### src/rtl/raddr_channel.sv
// AXI read-address channel walker for a 2-D tile of fixed-size bursts.
// Issues (w1+1)*(h1+1) AR bursts in x-major order with a fixed address stride.
// It limits in-flight bursts with an outstanding-credit counter. The counter is
// released by R-channel last beats, which arrive on monitor-only taps.
module raddr_channel #(
  parameter int MAX_OUTSTANDING = 8,
  parameter int BURST_BYTES     = 896,
  parameter int BURST_LEN       = 6
) (
  input  logic        clk,
  input  logic        rst_n,
  output logic [63:0] m_axi_araddr,
  output logic [7:0]  m_axi_arlen,
  output logic        m_axi_arvalid,
  input  logic        m_axi_arready,
  input  logic        m_axi_rvalid,
  input  logic        m_axi_rready,
  input  logic        m_axi_rlast,
  input  logic        start_pulse,
  input  logic [63:0] source_address,
  input  logic [9:0]  w1,
  input  logic [9:0]  h1,
  output logic        busy,
  output logic        done,
  output logic        err
);

  localparam logic [1:0]  IDLE  = 2'd0;
  localparam logic [1:0]  ISSUE = 2'd1;
  localparam logic [1:0]  DRAIN = 2'd2;

  localparam logic [3:0]  MAX_OUT   = 4'(MAX_OUTSTANDING);
  localparam logic [63:0] STRIDE    = 64'(BURST_BYTES);
  localparam logic [7:0]  LAST_BEAT = 8'(BURST_LEN);

  logic [1:0]  state;
  logic [63:0] addr_q;
  logic [9:0]  x_q;
  logic [9:0]  y_q;
  logic [9:0]  w1_q;
  logic [9:0]  h1_q;
  logic [3:0]  outstanding;
  logic [7:0]  beat_q;
  logic        presented_q;

  logic        start_accept;
  logic        ar_hs;
  logic        r_beat;
  logic        r_last;

  assign m_axi_arlen  = LAST_BEAT;
  assign m_axi_araddr = addr_q;
  assign busy         = (state != IDLE);

  // Handshake decode; arvalid is combinational so a new request can follow a handshake directly
  always_comb begin
    start_accept  = (state == IDLE) && start_pulse;
    m_axi_arvalid = (state == ISSUE) && ((outstanding < MAX_OUT) || presented_q);
    ar_hs         = m_axi_arvalid && m_axi_arready;
    r_beat        = m_axi_rvalid && m_axi_rready;
    r_last        = r_beat && m_axi_rlast;
  end

  // Walk state machine: x/y position, burst address and completion pulse
  always_ff @(posedge clk) begin
    if (!rst_n) begin
      state       <= IDLE;
      addr_q      <= '0;
      x_q         <= '0;
      y_q         <= '0;
      w1_q        <= '0;
      h1_q        <= '0;
      presented_q <= 1'b0;
      done        <= 1'b0;
    end else begin
      done        <= 1'b0;
      presented_q <= m_axi_arvalid && !m_axi_arready;
      case (state)
        IDLE: begin
          if (start_pulse) begin
            addr_q <= source_address;
            w1_q   <= w1;
            h1_q   <= h1;
            x_q    <= '0;
            y_q    <= '0;
            state  <= ISSUE;
          end
        end
        ISSUE: begin
          if (ar_hs) begin
            addr_q <= addr_q + STRIDE;
            if (x_q == w1_q) begin
              x_q <= '0;
              y_q <= y_q + 10'd1;
              if (y_q == h1_q) begin
                state <= DRAIN;
              end
            end else begin
              x_q <= x_q + 10'd1;
            end
          end
        end
        DRAIN: begin
          if (outstanding == 4'd0) begin
            done  <= 1'b1;
            state <= IDLE;
          end
        end
        default: state <= IDLE;
      endcase
    end
  end

  // Outstanding-burst credit counter; simultaneous issue and completion cancel out
  always_ff @(posedge clk) begin
    if (!rst_n) begin
      outstanding <= '0;
    end else if (ar_hs && !r_last) begin
      outstanding <= outstanding + 4'd1;
    end else if (!ar_hs && r_last && (outstanding != 4'd0)) begin
      outstanding <= outstanding - 4'd1;
    end
  end

  // R-beat tracking and sticky protocol-error flag, cleared by an accepted start
  always_ff @(posedge clk) begin
    if (!rst_n) begin
      beat_q <= '0;
      err    <= 1'b0;
    end else begin
      if (start_accept) begin
        err <= 1'b0;
      end
      if (r_beat) begin
        if (m_axi_rlast) begin
          beat_q <= '0;
          if ((beat_q != LAST_BEAT) || (outstanding == 4'd0)) begin
            err <= 1'b1;
          end
        end else if (beat_q == LAST_BEAT) begin
          beat_q <= '0;
          err    <= 1'b1;
        end else begin
          beat_q <= beat_q + 8'd1;
        end
      end
    end
  end

endmodule

### config.mk
export PLATFORM = sky130hd
export DESIGN_NAME = raddr_channel
export DESIGN_NICKNAME = d
export VERILOG_FILES = /design/src/rtl/raddr_channel.sv
export SDC_FILE = /design/constraint.sdc
export NUM_CORES = 1
export LEC_CHECK = 0
export CAP_MARGIN = 20
export CORE_MARGIN = 4
export CORE_UTILIZATION = 48
export CTS_BUF_LIST = sky130_fd_sc_hd__clkbuf_8
export CTS_CLUSTER_SIZE = 30
export DETAILED_ROUTE_END_ITERATION = 8
export DONT_BUFFER_PORTS = 1
export SLEW_MARGIN = 20
export SYNTH_ARGS = -nofsm -noshare
export SYNTH_HDL_FRONTEND = slang
export SYNTH_SLANG_ARGS = --single-unit
### constraint.sdc
create_clock -name clk -period 3.6 [get_ports clk]
set_input_delay 0.72 -clock clk [delete_from_list [all_inputs] [get_ports clk]]
set_output_delay 0.72 -clock clk [all_outputs]
set_load 0.05 [all_outputs]
======== Word level (Yosys, flattened, before mapping) ========
Index checks and enable logic that the tools add are counted.
operators by class
  order comparisons ....................... 1
  reduce and logical (&&, ||, !) cells .... 25
  add/subtract/negate cells ............... 6
  muxes and demuxes ....................... 26
  eq/ne operators ......................... 11
operators with widths
  kind                                                    number
  2-to-1 mux 64 bit                                       2
  one-hot mux 64 bit (2 select lines)                     1
  adder 64 x 10 -> 64 bit (second input constant)         1
  2-to-1 mux 10 bit                                       5
  one-hot mux 10 bit (2 select lines)                     2
  adder 10 x 1 -> 10 bit (second input constant)          2
  equality test 10 bit                                    2
  2-to-1 mux 8 bit                                        2
  2-to-1 mux 2 bit                                        5
  logical AND 1 bit                                       9
  adder 8 x 1 -> 8 bit (second input constant)            1
  equality test 8 x 3 -> 1 bit (second input constant)    1
  2-to-1 mux 4 bit                                        2
  inequality test 8 x 3 -> 1 bit (second input constant)  1
  2-to-1 mux 1 bit                                        6
  inequality test 2 bit (second input constant)           3
  one-hot mux 2 bit (3 select lines)                      1
  nonzero test 2 bit                                      3
  AND reduction 5 bit                                     1
  adder 4 x 1 -> 4 bit (second input constant)            1
  logical NOT 4 bit                                       1
  less-than comparator 4 bit (second input constant)      1
  inequality test 2 x 1 -> 1 bit (second input constant)  2
  AND reduction 2 bit                                     2
  other kinds (9)                                         12
storage, ports and cells
  word-level logic and storage cells ...... 80
  register bits ........................... 121
  output and inout port bits .............. 76

======== Longest topological paths before layout ========
  word-level depth ........................ 9
  gate-level depth with buffers ........... 9
  depth with buffers taken out ............ 8

======== Worst setup path after synthesis ========
No wires, ideal clock.
  path type ............................... reg-to-reg
  from .................................... register addr_q[37] (netlist: m_axi_araddr[37])
  to ...................................... register addr_q[62] (netlist: m_axi_araddr[62])
  cell stages (with the launch flop) ...... 6
  path slack .............................. 1178 ps
  clock period less this slack ............ 2422 ps
  arrival ................................. 2298 ps
  cells stage by stage .................... dfxtp_1 > nand3_2 > or4_4 > or4_1 > o31ai_1 > a21oi_1
between the ends
  cells in the longest elaborated chain, start to end .. 3
ends and longest elaborated chain
  item                                 RTL line  text
  start: declaration                   37        logic [63:0] addr_q;
  start signal: assignment             81        addr_q <= source_address;
  start signal: assignment             91        addr_q <= addr_q + STRIDE;
  adder 64 x 10 -> 64 bit              91
  2-to-1 mux 64 bit                    90        if (ar_hs) begin
  one-hot mux 64 bit (2 select lines)  78        case (state)
No other way between the ends. The select of a mux whose other input is x is not followed.
A chain may end at the register's enable or synchronous reset.

======== Worst setup path after layout ========
  from .................................... register state[1]
  to ...................................... output port m_axi_arvalid
between the ends
  cells in the longest elaborated chain, start to end .. 2
ends and longest elaborated chain
  item                          RTL line  text
  start: declaration            36        logic [1:0] state;
  start signal: assignment      67        state <= IDLE;
  start signal: assignment      86        state <= ISSUE;
  start signal: assignment      96        state <= DRAIN;
  equality test 2 x 1 -> 1 bit  58        m_axi_arvalid = (state == ISSUE) && ((outstanding < MAX_OUT) || presented_q);
  logical AND 1 bit             58
  end: declaration              14        output logic m_axi_arvalid,
No other way between the ends.

==> impl_metrics.py <==
metrics = {
    "clock_tree": {
        "cts.sinks": 121,
        "postCtsSetupBuffers": 0,
        "cts_root_buffer": "clkbuf_8",
        "numCtsBuffers": 17,
        "clkTransAtPathRegs_ns": 0.07,
        "post_cts_resized": 0,
        "insertion_delay_ns": 0.44,
        "ctsHoldBuffers": 0,
        "htree_levels": 4,
        "clock_path_buffers": 2,
        "cts_tree": "done",
    },
    "timing": {
        "layout_worst_path_cycle_share_pct": 78.54,
        "setup_slack_ns": 0.7726,
        "hold_violations": 0,
        "worstMarginPinSlew_ns": 0.8940,
        "setup_viol": 0,
        "rsz0062_at_grt": "false",
        "max_freq_ghz": 0.3537,
        "slew_viol_final": 0,
        "slew_headroom_pct": 39.85,
        "fin_skew_ns": 0.01427,
        "min_period_ns": 2.827,
        "timing.hold.ws_ns": 0.3550,
        "finalSetupTns_ns": 0,
    },
    "grt": {
        "grtUsageTotal_pct": 26.28,
        "grt_max_degree": 52,
        "overflow": 0,
        "grt_pass1_vias": 6566,
        "grt_pass1_wl_um": 34600,
        "antenna_found_initial": 3,
    },
    "die": {
        "die_x_um": 127.7,
        "core-area_um2": 13930,
        "die_h_um": 127.7,
        "initial_utilization_pct": 49.34,
        "io_pins": 167,
        "dieArea_um2": 16300,
        "rows": 43,
    },
    "route": {
        "ant_nets": 0,
        "viasPerCell": 6.540,
        "routed_wl_um": 22030,
        "dr_total_vias": 7089,
        "drt_pass1_iterations": 6,
        "drtIter0Drc": 810,
        "wl_per_cell_um": 20.32,
        "post-route-drc-count": 0,
    },
    "cells_and_area": {
        "fin_util_pct": 55.33,
        "fill_cells": 1328,
        "layout_common_cells": "dfxtp_1 (120), nand2_1 (102), a21oi_1 (85)",
        "nNetsFinal": 988,
        "area_delta_synth_final_pct": 12.14,
        "final_common_cell": "dfxtp_1",
        "drive_gt1_share_pct": 13.30,
    },
    "status": {
        "status": "finished, final reports clean",
    },
    "power": {
        "p_per_area_nw_per_um2": 552.0,
        "p_leak_nw": 2.816,
        "ir_worst_vdd_mv": 0.2696,
    },
    "critical_path": {
        "r2r-end": "m_axi_araddr[7]",
        "arrival_ns": 2.11,
        "critPathCaptureType": "output port",
        "required_ns": 2.88,
        "timing.rr.start": "state[0]",
        "reg2reg_slack_ns": 0.96,
        "rr_worst_depth": 6,
        "crit_type": "flip-flop to output port",
        "path_max_fanout": 19,
        "critPathLaunchType": "flip-flop",
    },
    "synth": {
        "yosysUniqueCellTypes": 67,
        "synth_area_leaders": "dfxtp_1 (35%), a21oi_1 (6.2%), nand2_1 (5.6%), nor2_1 (4.0%), xor2_1 (3.8%)",
        "syn_inst": 879,
        "synth_ff_type": "dfxtp_1",
        "avgSynthCellArea_um2": 7.822,
        "yosys.area.top_type": "dfxtp_1",
        "synth_edf_count": 0,
        "ys_seq_area_share_pct": 35.23,
        "synth_area_um2": 6875,
        "yosysWarnings": 0,
        "synth-seq-cells": 121,
        "netlist.area_leader.share_pct": 35.23,
        "synth-async-reset-ratio_pct": 0,
    },
    "run": {
        "cap_viol_max_count": 0,
    },
    "place": {
        "post-place-ws_ns": 0.9476,
        "gp_congestion": 0.9102,
        "hpwl_um": 15520,
        "port-buffer-count": 0,
    },
    "worst_hold_path": {
        "hold_path_end": "presented_q",
        "hold_depth": 1,
        "hold_path_class": "input port to flip-flop",
        "min_from": "m_axi_arready",
    },
}
stage by stage:
step | instance area, µm² | total power [W] | cells
5_1_grt | 7707 | 0.004453 | 1083
3_3_place_gp | 7269 | 0.002916 | 1050
4_1_cts | 7702 | 0.004269 | 1082
3_5_place_dp | 7269 | 0.002941 | 1050
6_report | 7710 | 0.004256 | 1084
2_1_floorplan | 6898 | 0.002602 | 885
power by group:
group          leakage, nW  internal (W)  switching [W]  total (W)
Sequential           0.993       0.00147       0.000244    0.00172
Clock                0.210      0.000756       0.000575    0.00133
Combinational         1.61      0.000363       0.000844    0.00121
how the worst max path moves through the flow:
stage,startpoint,slack [ns],end,cells past startpoint
2_1_floorplan,m_axi_araddr[37],1.18,m_axi_araddr[62],5
6_report,state[1],0.77,m_axi_arvalid,3
4_1_cts,state[1],0.76,m_axi_arvalid,3
5_1_grt,state[1],0.66,m_axi_arvalid,3
3_3_place_gp,start_pulse,1.01,m_axi_araddr[7],7
3_5_place_dp,start_pulse,0.95,m_axi_araddr[7],7
critical path: stages, from the launching register on:
cell and delay, ns:
dfxtp_1 0.75, nand2b_1 0.57, nor2_1 0.12, buf_4 0.22
synth_stat cells, types with 3 or more instances:
library cell and count:
a311oi_1 13, nand4_1 25, nand4_2 3, nor4_2 3, and3_1 18, dfxtp_1 121, nand2_1 103, o221a_2 6
inv_1 11, a211oi_1 21, xor2_1 30, buf_2 4, o21a_1 5, clkbuf_1 56, and4_1 16, a21o_1 3
nor2_1 74, or3_1 8, ha_1 7, o21ai_0 38, o211a_1 3, nor2b_1 5, a41oi_1 3, xnor2_1 7
a211o_1 7, a21oi_1 85, nand2b_1 7, nor3_1 25, buf_4 8, nand3_1 37, a31oi_1 13, or3b_2 3
nor4_1 20, and2_1 4, or4_1 11, o31ai_1 19, o41ai_1 3, o221ai_1 12, nor4b_1 6
cells by family (layout without fill, tap and decap cells):
kind of cell	after synthesis	after routing	share of synthesized area, %
other	2	10	0.1092
adder cells (fa/ha/maj)	8	8	1.565
AND/OR/NAND/NOR	383	383	29.77
AO/OA/AOI/OAI	246	246	23.60
flip-flops	121	121	35.23
buffers and inverters	82	99	5.005
XOR/XNOR	37	37	4.713
layout make-up:
type / count / area (µm²) / area share [%]
multi-input cells: 682 / 4149 / 53.81
flip-flops and latches: 121 / 2424 / 31.43
repair buffers: 56 / 432.9 / 5.615
clock buffers: 21 / 289.0 / 3.749
well taps: 180 / 225.2 / 2.921
clock inverters: 11 / 143.9 / 1.866
inverters: 11 / 41.29 / 0.5355
diodes: 2 / 5.005 / 0.06491
metal layers:
layer,vias up,part of all wire [%],track usage (%)
met5,-,0.059,0
met4,2,2.6,10.24
met3,53,9.6,7.958
met2,350,46,40.69
met1,3373,42,34.51
li1,3311,-,-
flip-flops by register name (all words and copies together), names as in the netlist, 2 cells and up:
| signal | flops |
|---|---|
| beat_q | 8 |
| x_q | 10 |
| m_axi_araddr | 64 |
| outstanding | 4 |
| w1_q | 10 |
| state | 2 |
| y_q | 10 |
| h1_q | 10 |
Note: power is estimated with default switching activity, not from simulation.
